[src/rtl/alu_pkg.sv]
// Shared ALU control codes, default datapath width and execute-unit FSM states.
// Imported by the ALU decoder and the execute-stage arithmetic unit.
package alu_pkg;

    localparam int unsigned ALU_DATA_WIDTH = 32;
    localparam int unsigned ALU_CTRL_W     = 4;

    typedef logic [ALU_CTRL_W-1:0] alu_ctrl_t;

    localparam alu_ctrl_t ALU_ADD = 4'b0000;
    localparam alu_ctrl_t ALU_SUB = 4'b0001;
    localparam alu_ctrl_t ALU_MUL = 4'b0010;
    localparam alu_ctrl_t ALU_SLT = 4'b0011;
    localparam alu_ctrl_t ALU_AND = 4'b0100;
    localparam alu_ctrl_t ALU_OR  = 4'b0101;
    localparam alu_ctrl_t ALU_XOR = 4'b0110;
    localparam alu_ctrl_t ALU_NOR = 4'b0111;

    typedef enum logic [1:0] {
        ST_IDLE = 2'd0,
        ST_MUL  = 2'd1,
        ST_HOLD = 2'd2
    } alu_state_e;

endpackage

[src/rtl/exec_mul_iter.sv]
// Iterative shift-add multiplier: retires MUL_BITS_PER_CYCLE multiplier bits per cycle
// and raises a combinational done pulse together with the final low-half product.
module exec_mul_iter #(
    parameter int unsigned DATA_WIDTH         = 32,
    parameter int unsigned MUL_BITS_PER_CYCLE = 1
) (
    input  logic                  clk,
    input  logic                  rst,
    input  logic                  start_i,
    input  logic                  abort_i,
    input  logic [DATA_WIDTH-1:0] mcand_i,
    input  logic [DATA_WIDTH-1:0] mplier_i,
    output logic                  done_c_o,
    output logic [DATA_WIDTH-1:0] product_c_o
);

    localparam int unsigned STEPS = DATA_WIDTH / MUL_BITS_PER_CYCLE;
    localparam int unsigned CNT_W = (STEPS > 1) ? $clog2(STEPS) : 1;
    localparam logic [CNT_W-1:0] LAST_STEP = CNT_W'(STEPS - 1);

    logic                  run_q,    run_d;
    logic [CNT_W-1:0]      cnt_q,    cnt_d;
    logic [DATA_WIDTH-1:0] mcand_q,  mcand_d;
    logic [DATA_WIDTH-1:0] mplier_q, mplier_d;
    logic [DATA_WIDTH-1:0] acc_q,    acc_d;
    logic [DATA_WIDTH-1:0] partial_c;

    // Shifted multiplicand copies selected by the low multiplier bits of this step.
    always_comb begin
        partial_c = '0;
        for (int unsigned j = 0; j < MUL_BITS_PER_CYCLE; j++) begin
            if (mplier_q[j]) begin
                partial_c = partial_c + (mcand_q << j);
            end
        end
    end

    assign product_c_o = acc_q + partial_c;
    assign done_c_o    = run_q && (cnt_q == LAST_STEP);

    always_comb begin
        run_d    = run_q;
        cnt_d    = cnt_q;
        mcand_d  = mcand_q;
        mplier_d = mplier_q;
        acc_d    = acc_q;
        if (abort_i) begin
            run_d = 1'b0;
            cnt_d = '0;
            acc_d = '0;
        end else if (start_i) begin
            run_d    = 1'b1;
            cnt_d    = '0;
            mcand_d  = mcand_i;
            mplier_d = mplier_i;
            acc_d    = '0;
        end else if (run_q) begin
            acc_d    = product_c_o;
            mcand_d  = mcand_q << MUL_BITS_PER_CYCLE;
            mplier_d = mplier_q >> MUL_BITS_PER_CYCLE;
            cnt_d    = cnt_q + CNT_W'(1);
            run_d    = !done_c_o;
        end
    end

    always_ff @(posedge clk or posedge rst) begin
        if (rst) begin
            run_q    <= 1'b0;
            cnt_q    <= '0;
            mcand_q  <= '0;
            mplier_q <= '0;
            acc_q    <= '0;
        end else begin
            run_q    <= run_d;
            cnt_q    <= cnt_d;
            mcand_q  <= mcand_d;
            mplier_q <= mplier_d;
            acc_q    <= acc_d;
        end
    end

endmodule

[src/rtl/exec_alu_unit.sv]
// Execute-stage arithmetic unit: single-cycle ALU ops plus an iterative multiply,
// with valid/ready handshakes on both sides and a held result until consumed.
module exec_alu_unit
    import alu_pkg::*;
#(
    parameter int unsigned DATA_WIDTH         = ALU_DATA_WIDTH,
    parameter int unsigned MUL_BITS_PER_CYCLE = 1
) (
    input  logic                  clk,
    input  logic                  rst,
    input  logic                  flush,
    input  logic                  in_valid,
    output logic                  in_ready,
    input  logic [ALU_CTRL_W-1:0] alu_ctrl,
    input  logic [DATA_WIDTH-1:0] src_a,
    input  logic [DATA_WIDTH-1:0] src_b,
    output logic                  out_valid,
    input  logic                  out_ready,
    output logic [DATA_WIDTH-1:0] result,
    output logic                  zero,
    output logic                  overflow,
    output logic                  busy
);

    localparam int unsigned MSB = DATA_WIDTH - 1;

    alu_state_e            state_q,  state_d;
    logic [DATA_WIDTH-1:0] result_q, result_d;
    logic                  zero_q,   zero_d;
    logic                  ovf_q,    ovf_d;

    logic                  accept_c;
    logic                  mul_start_c;
    logic                  mul_done_c;
    logic [DATA_WIDTH-1:0] mul_prod_c;
    logic [DATA_WIDTH-1:0] sum_c;
    logic [DATA_WIDTH-1:0] diff_c;
    logic [DATA_WIDTH-1:0] alu_res_c;
    logic                  alu_ovf_c;

    // Ready also depends on out_ready so a held result and a new op can transfer on one edge.
    assign in_ready = !flush && ((state_q == ST_IDLE) || ((state_q == ST_HOLD) && out_ready));
    assign accept_c = in_valid && in_ready;

    assign sum_c  = src_a + src_b;
    assign diff_c = src_a - src_b;

    // Single-cycle datapath; unknown codes fall through to add, overflow included.
    always_comb begin
        alu_res_c = sum_c;
        alu_ovf_c = (src_a[MSB] == src_b[MSB]) && (sum_c[MSB] != src_a[MSB]);
        case (alu_ctrl)
            ALU_SUB: begin
                alu_res_c = diff_c;
                alu_ovf_c = (src_a[MSB] != src_b[MSB]) && (diff_c[MSB] != src_a[MSB]);
            end
            ALU_SLT: begin
                alu_res_c = DATA_WIDTH'($signed(src_a) < $signed(src_b));
                alu_ovf_c = 1'b0;
            end
            ALU_AND: begin
                alu_res_c = src_a & src_b;
                alu_ovf_c = 1'b0;
            end
            ALU_OR: begin
                alu_res_c = src_a | src_b;
                alu_ovf_c = 1'b0;
            end
            ALU_XOR: begin
                alu_res_c = src_a ^ src_b;
                alu_ovf_c = 1'b0;
            end
            ALU_NOR: begin
                alu_res_c = ~(src_a | src_b);
                alu_ovf_c = 1'b0;
            end
            ALU_MUL: begin
                alu_res_c = '0;
                alu_ovf_c = 1'b0;
            end
            default: ;
        endcase
    end

    exec_mul_iter #(
        .DATA_WIDTH         (DATA_WIDTH),
        .MUL_BITS_PER_CYCLE (MUL_BITS_PER_CYCLE)
    ) u_mul (
        .clk         (clk),
        .rst         (rst),
        .start_i     (mul_start_c),
        .abort_i     (flush),
        .mcand_i     (src_a),
        .mplier_i    (src_b),
        .done_c_o    (mul_done_c),
        .product_c_o (mul_prod_c)
    );

    // Next-state logic; flush overrides any transition and any multiply start.
    always_comb begin
        state_d     = state_q;
        result_d    = result_q;
        zero_d      = zero_q;
        ovf_d       = ovf_q;
        mul_start_c = 1'b0;
        case (state_q)
            ST_IDLE, ST_HOLD: begin
                if ((state_q == ST_HOLD) && out_ready) begin
                    state_d = ST_IDLE;
                end
                if (accept_c) begin
                    if (alu_ctrl == ALU_MUL) begin
                        mul_start_c = 1'b1;
                        state_d     = ST_MUL;
                    end else begin
                        result_d = alu_res_c;
                        ovf_d    = alu_ovf_c;
                        state_d  = ST_HOLD;
                    end
                end
            end
            ST_MUL: begin
                if (mul_done_c) begin
                    result_d = mul_prod_c;
                    ovf_d    = 1'b0;
                    state_d  = ST_HOLD;
                end
            end
            default: state_d = ST_IDLE;
        endcase
        zero_d = (result_d == '0);
        if (flush) begin
            state_d     = ST_IDLE;
            mul_start_c = 1'b0;
        end
    end

    always_ff @(posedge clk or posedge rst) begin
        if (rst) begin
            state_q  <= ST_IDLE;
            result_q <= '0;
            zero_q   <= 1'b0;
            ovf_q    <= 1'b0;
        end else begin
            state_q  <= state_d;
            result_q <= result_d;
            zero_q   <= zero_d;
            ovf_q    <= ovf_d;
        end
    end

    assign out_valid = (state_q == ST_HOLD);
    assign busy      = (state_q == ST_MUL);
    assign result    = result_q;
    assign zero      = zero_q;
    assign overflow  = ovf_q;

endmodule
[config.mk]
export PLATFORM = sky130hd
export DESIGN_NAME = exec_alu_unit
export DESIGN_NICKNAME = d
export VERILOG_FILES = /design/src/rtl/alu_pkg.sv /design/src/rtl/exec_mul_iter.sv /design/src/rtl/exec_alu_unit.sv
export SDC_FILE = /design/constraint.sdc
export NUM_CORES = 1
export LEC_CHECK = 0
export CAP_MARGIN = 20
export CORE_UTILIZATION = 60
export DETAILED_ROUTE_END_ITERATION = 10
export PLACE_DENSITY = 0.82
export SLEW_MARGIN = 40
export SYNTH_ARGS = -nofsm -noshare
export SYNTH_HDL_FRONTEND = slang
export SYNTH_SLANG_ARGS = --single-unit
[constraint.sdc]
create_clock -name clk -period 5.56 [get_ports clk]
set_clock_uncertainty 0.1 [all_clocks]
set_input_delay 1.39 -clock clk [delete_from_list [all_inputs] [get_ports clk]]
set_output_delay 1.39 -clock clk [all_outputs]
set_load 0.1 [all_outputs]
==> impl_metrics.csv <==
group,metric,value,unit
outcome,status,"completed",
floorplan,fp.dieH,153.9,um
worst_setup_path,critPathSlowestCell,"or4_1",
logic_synthesis,synth_cells,1797,
cells_and_area,multiInputGateArea,9419,sq um
global_routing,grt_pass1_vias,13810,
drt,wire_per_inst,21.80,um
placed_design,routabilityCongestion,1.005,
global_routing,grt_max_degree,105,
cts,clk_transition_reported_paths,70,ps
logic_synthesis,ys_ff_latch,138,
worst_setup_path,cp-endpoint,"zero",
floorplan,pin_count,110,
placed_design,portBuffers,109,
worst_setup_path,crit_start,"src_a[0]",
placed_design,post_dp_cell_area,15590,sq um
cells_and_area,drive_above_1_share,0.1296,
global_routing,grt_antenna_before_repair,1,
timing,max_freq,186.8,MHz
drt,wl,48.59,mm
flow_run,max_cap_violations,0,
floorplan,fp-row-count,55,
drt,drc,0,
logic_synthesis,synthArstFlopShare,1.000,
cells_and_area,area_growth,16.76,%
power_and_ir_drop,p_leak,7.503,nW
worst_setup_path,slowest_delay,530,ps
drt,route.met3.wl,5.501,mm
floorplan,initial_core_util,0.6114,
drt,avgViaCountPerCell,6.592,
timing,tightest_slew,767.2,ps
power_and_ir_drop,peakVddDrop,0.0002028,V
cts,holdBufCountCts,0,
logic_synthesis,syn_area,13840,sq um
timing,rsz0062_at_grt,"no",
worst_setup_path,ff2ff_path_depth,15,
cells_and_area,final_area,16160,sq um
timing,fin_setup_tns,0,ps
timing,max_slew_margin,0.4885,
min_path,hold_start,"u_mul.mplier_q[5]",
cts,cts_made_buffers,17,
worst_setup_path,path_class,"input pin to flip-flop",
drt,wl_met2,20.97,mm
cells_and_area,ff_latch_area,3455,sq um
timing,maxSlewViolCount,0,
drt,initialDrtViolationCount,1669,
global_routing,grt_use_total,0.4135,
worst_setup_path,end_kind,"flip-flop",
cells_and_area,antenna_cells,0,
global_routing,grt_pass1_wl,75.91,mm
drt,drtPass1Iterations,8,
worst_setup_path,r2r_slack,1050,ps
timing,report.final.hold_viol_count,0,
placed_design,pre_cts_ws,-316.6,ps
logic_synthesis,syn-num-nets,2002,
worst_setup_path,path_buf_inv,3,
timing,fin_ws,206.3,ps
floorplan,core_area,22640,sq um
drt,highest_layer,"met4",
power_and_ir_drop,p_per_area,235.4,nW/um^2
cts,cts_buffer_depth,2,
logic_synthesis,yosysTopAreaCell,"dfrtp_1",
placed_design,placedCellCount,2197,
placed_design,dp_hpwl,37.47,mm
floorplan,die-area,23680,sq um
cts,root_buffer,"clkbuf_16",
cells_and_area,nFillCells,1869,
cells_and_area,nets,2136,
worst_setup_path,path_depth,17,
worst_setup_path,critical_path_required,5810,ps
logic_synthesis,synth_ff_type,"dfrtp_1",
timing,finalCritPeriodShare,0.9629,
logic_synthesis,yosys_warnings,0,
worst_setup_path,crit_arrival,5600,ps
cts,clock-sinks,138,
logic_synthesis,ys_types,100,
worst_setup_path,regToRegStartpoint,"u_mul.mplier_q[0]",
logic_synthesis,ys_top_cells_by_area,"dfrtp_1 25%, ha_1 12%, a21oi_1 6.7%",
cts,h-tree-depth,4,
logic_synthesis,synth_top_area_share,0.2495,
logic_synthesis,yosysSeqAreaShare,0.2495,
timing,timing.final.setup_violations,0,
worst_setup_path,crit_fanout,5,
worst_setup_path,r2r_end,"zero",
cells_and_area,final_cells,2229,
cts,cts_tree,"yes",
floorplan,die_w,153.9,um
global_routing,grt-ovfl-total,0,
logic_synthesis,syn_area_per_cell,7.704,sq um
worst_setup_path,start_kind,"input pin",
min_path,hp-class,"flip-flop to flip-flop",
drt,wl_met1,20.92,mm
timing,layout_min_cycle_time,5354,ps
drt,drtAntennaViolNets,0,
worst_setup_path,cp_top_family,"compound AO/OA/AOI/OAI gates",
drt,detailroute.via_count,14690,
logic_synthesis,synth_edf_count,0,
worst_setup_path,crit_chain,"clkdlybuf4s50_1 -> inv_1 -> ha_1 -> inv_1 -> fa_1 -> nand2b_1 -> a2111o_1 -> a211oi_2 -> a21oi_1 -> nor2_1 -> o21ai_0 -> o41ai_1 -> nand4b_1 -> or4_1 -> nor4_2 -> nand4bb_1 -> nor4_2",
cts,clk_latency,440,ps
-- worst register-to-register path, stage by stage, from the launching register on --
cell and delay [ps]:
dfrtp_1 370, buf_4 220, and2_1 190, ha_1 430, a21o_1 240, a31oi_1 80
a211o_1 340, a211oi_1 420, a211oi_1 190, o31ai_2 480, a21oi_1 190, nand2b_1 210
mux2i_1 180, a211o_2 300, or2_2 300, nor4_2 190
-- final cells by class --
class,instances,area share
inverter,115,0.02717
sequential,138,0.2137
clock inverter,15,0.008902
multi-input combinational,1423,0.5828
clock buffer,17,0.02632
timing repair buffer,236,0.1191
tap,285,0.02206
-- what timing repair did --
| item | CTS | global route |
|---|---|---|
| gates resized for setup | 0 | 1 |
| endpoints found under the setup margin | 0 | 1 |
| hold endpoints to repair | 0 | 0 |
| buffers inserted | 0 | 0 |
-- cell usage in the layout, fill, tap and decap left out, types with 42 or more instances in the layout --
cell type | synthesis | layout
nor2_1 | 206 | 206
a21oi_1 | 186 | 186
nand2_1 | 162 | 162
dfrtp_1 | 138 | 137
o21ai_0 | 134 | 134
ha_1 | 129 | 129
buf_4 | 3 | 123
inv_1 | 115 | 114
clkdlybuf4s50_1 | 0 | 72
and2_1 | 42 | 42
-- cell usage after synthesis (10+ instances only) --
cell      number
a211oi_1      27
a21o_1        30
a21oi_1      186
a221o_1       14
a221oi_1      29
a22oi_1       10
a31oi_1       18
and2_1        42
and3_1        13
buf_1         10
buf_2         10
clkbuf_1      87
dfrtp_1      138
ha_1         129
inv_1        115
mux2i_1       35
nand2_1      162
nand2b_1      22
nand3_1       33
nand4_1       13
nor2_1       206
nor2b_1       13
nor3_1        24
nor4_1        14
o211ai_1      17
o21ai_0      134
o31ai_1       14
or3_1         12
xnor2_1       33
xor2_1        19
-- through the flow --
step                power [mW]  hold slack (ps)  utilization
floorplan                2.173            350.2            -
global placement         2.662            363.1       0.6942
detailed placement       2.620            371.5       0.6885
CTS                      3.771            387.3       0.7137
global route             3.924            409.8       0.7139
finish                   3.805            383.6       0.7139
-- routing by layer --
metal,up-vias,global-route usage
li1,6742,-
met1,6987,0.5995
met2,875,0.6325
met3,90,0.07046
met4,0,0.1114
met5,-,0
-- worst min path at each step --
stage | endpoint | cells after the start
final | u_mul.mplier_q[5] | 2
after global placement | u_mul.mplier_q[5] | 2
after global routing | u_mul.mplier_q[30] | 2
after floorplan | u_mul.mplier_q[10] | 2
after CTS | u_mul.mplier_q[5] | 2
after detailed placement | u_mul.mplier_q[5] | 2
-- registers in the layout (all words and copies together) (netlist names), 2 cells and up --
signal and count:
u_mul.cnt_q 5, u_mul.mcand_q 32, state_q 2, result 32, u_mul.mplier_q 32, u_mul.acc_q 32
-- kinds of logic after synthesis --
logic type                 count (synthesis)  synth area share
AOI/OAI and AO/OA                        602            0.2877
xor gates and xnor gates                  52           0.03290
adders and majority gates                132            0.1209
muxes                                     39           0.02937
and+or+nand+nor                          598            0.2071
buffers and inverters                    236           0.07258
DFF                                      138            0.2495
-- power by group --
part / switching [mW] / internal (mW)
Sequential: 0.0672 / 1.08
Combinational: 1.05 / 0.449
Clock: 0.564 / 0.599
Note: power is estimated with default switching activity, not from simulation.
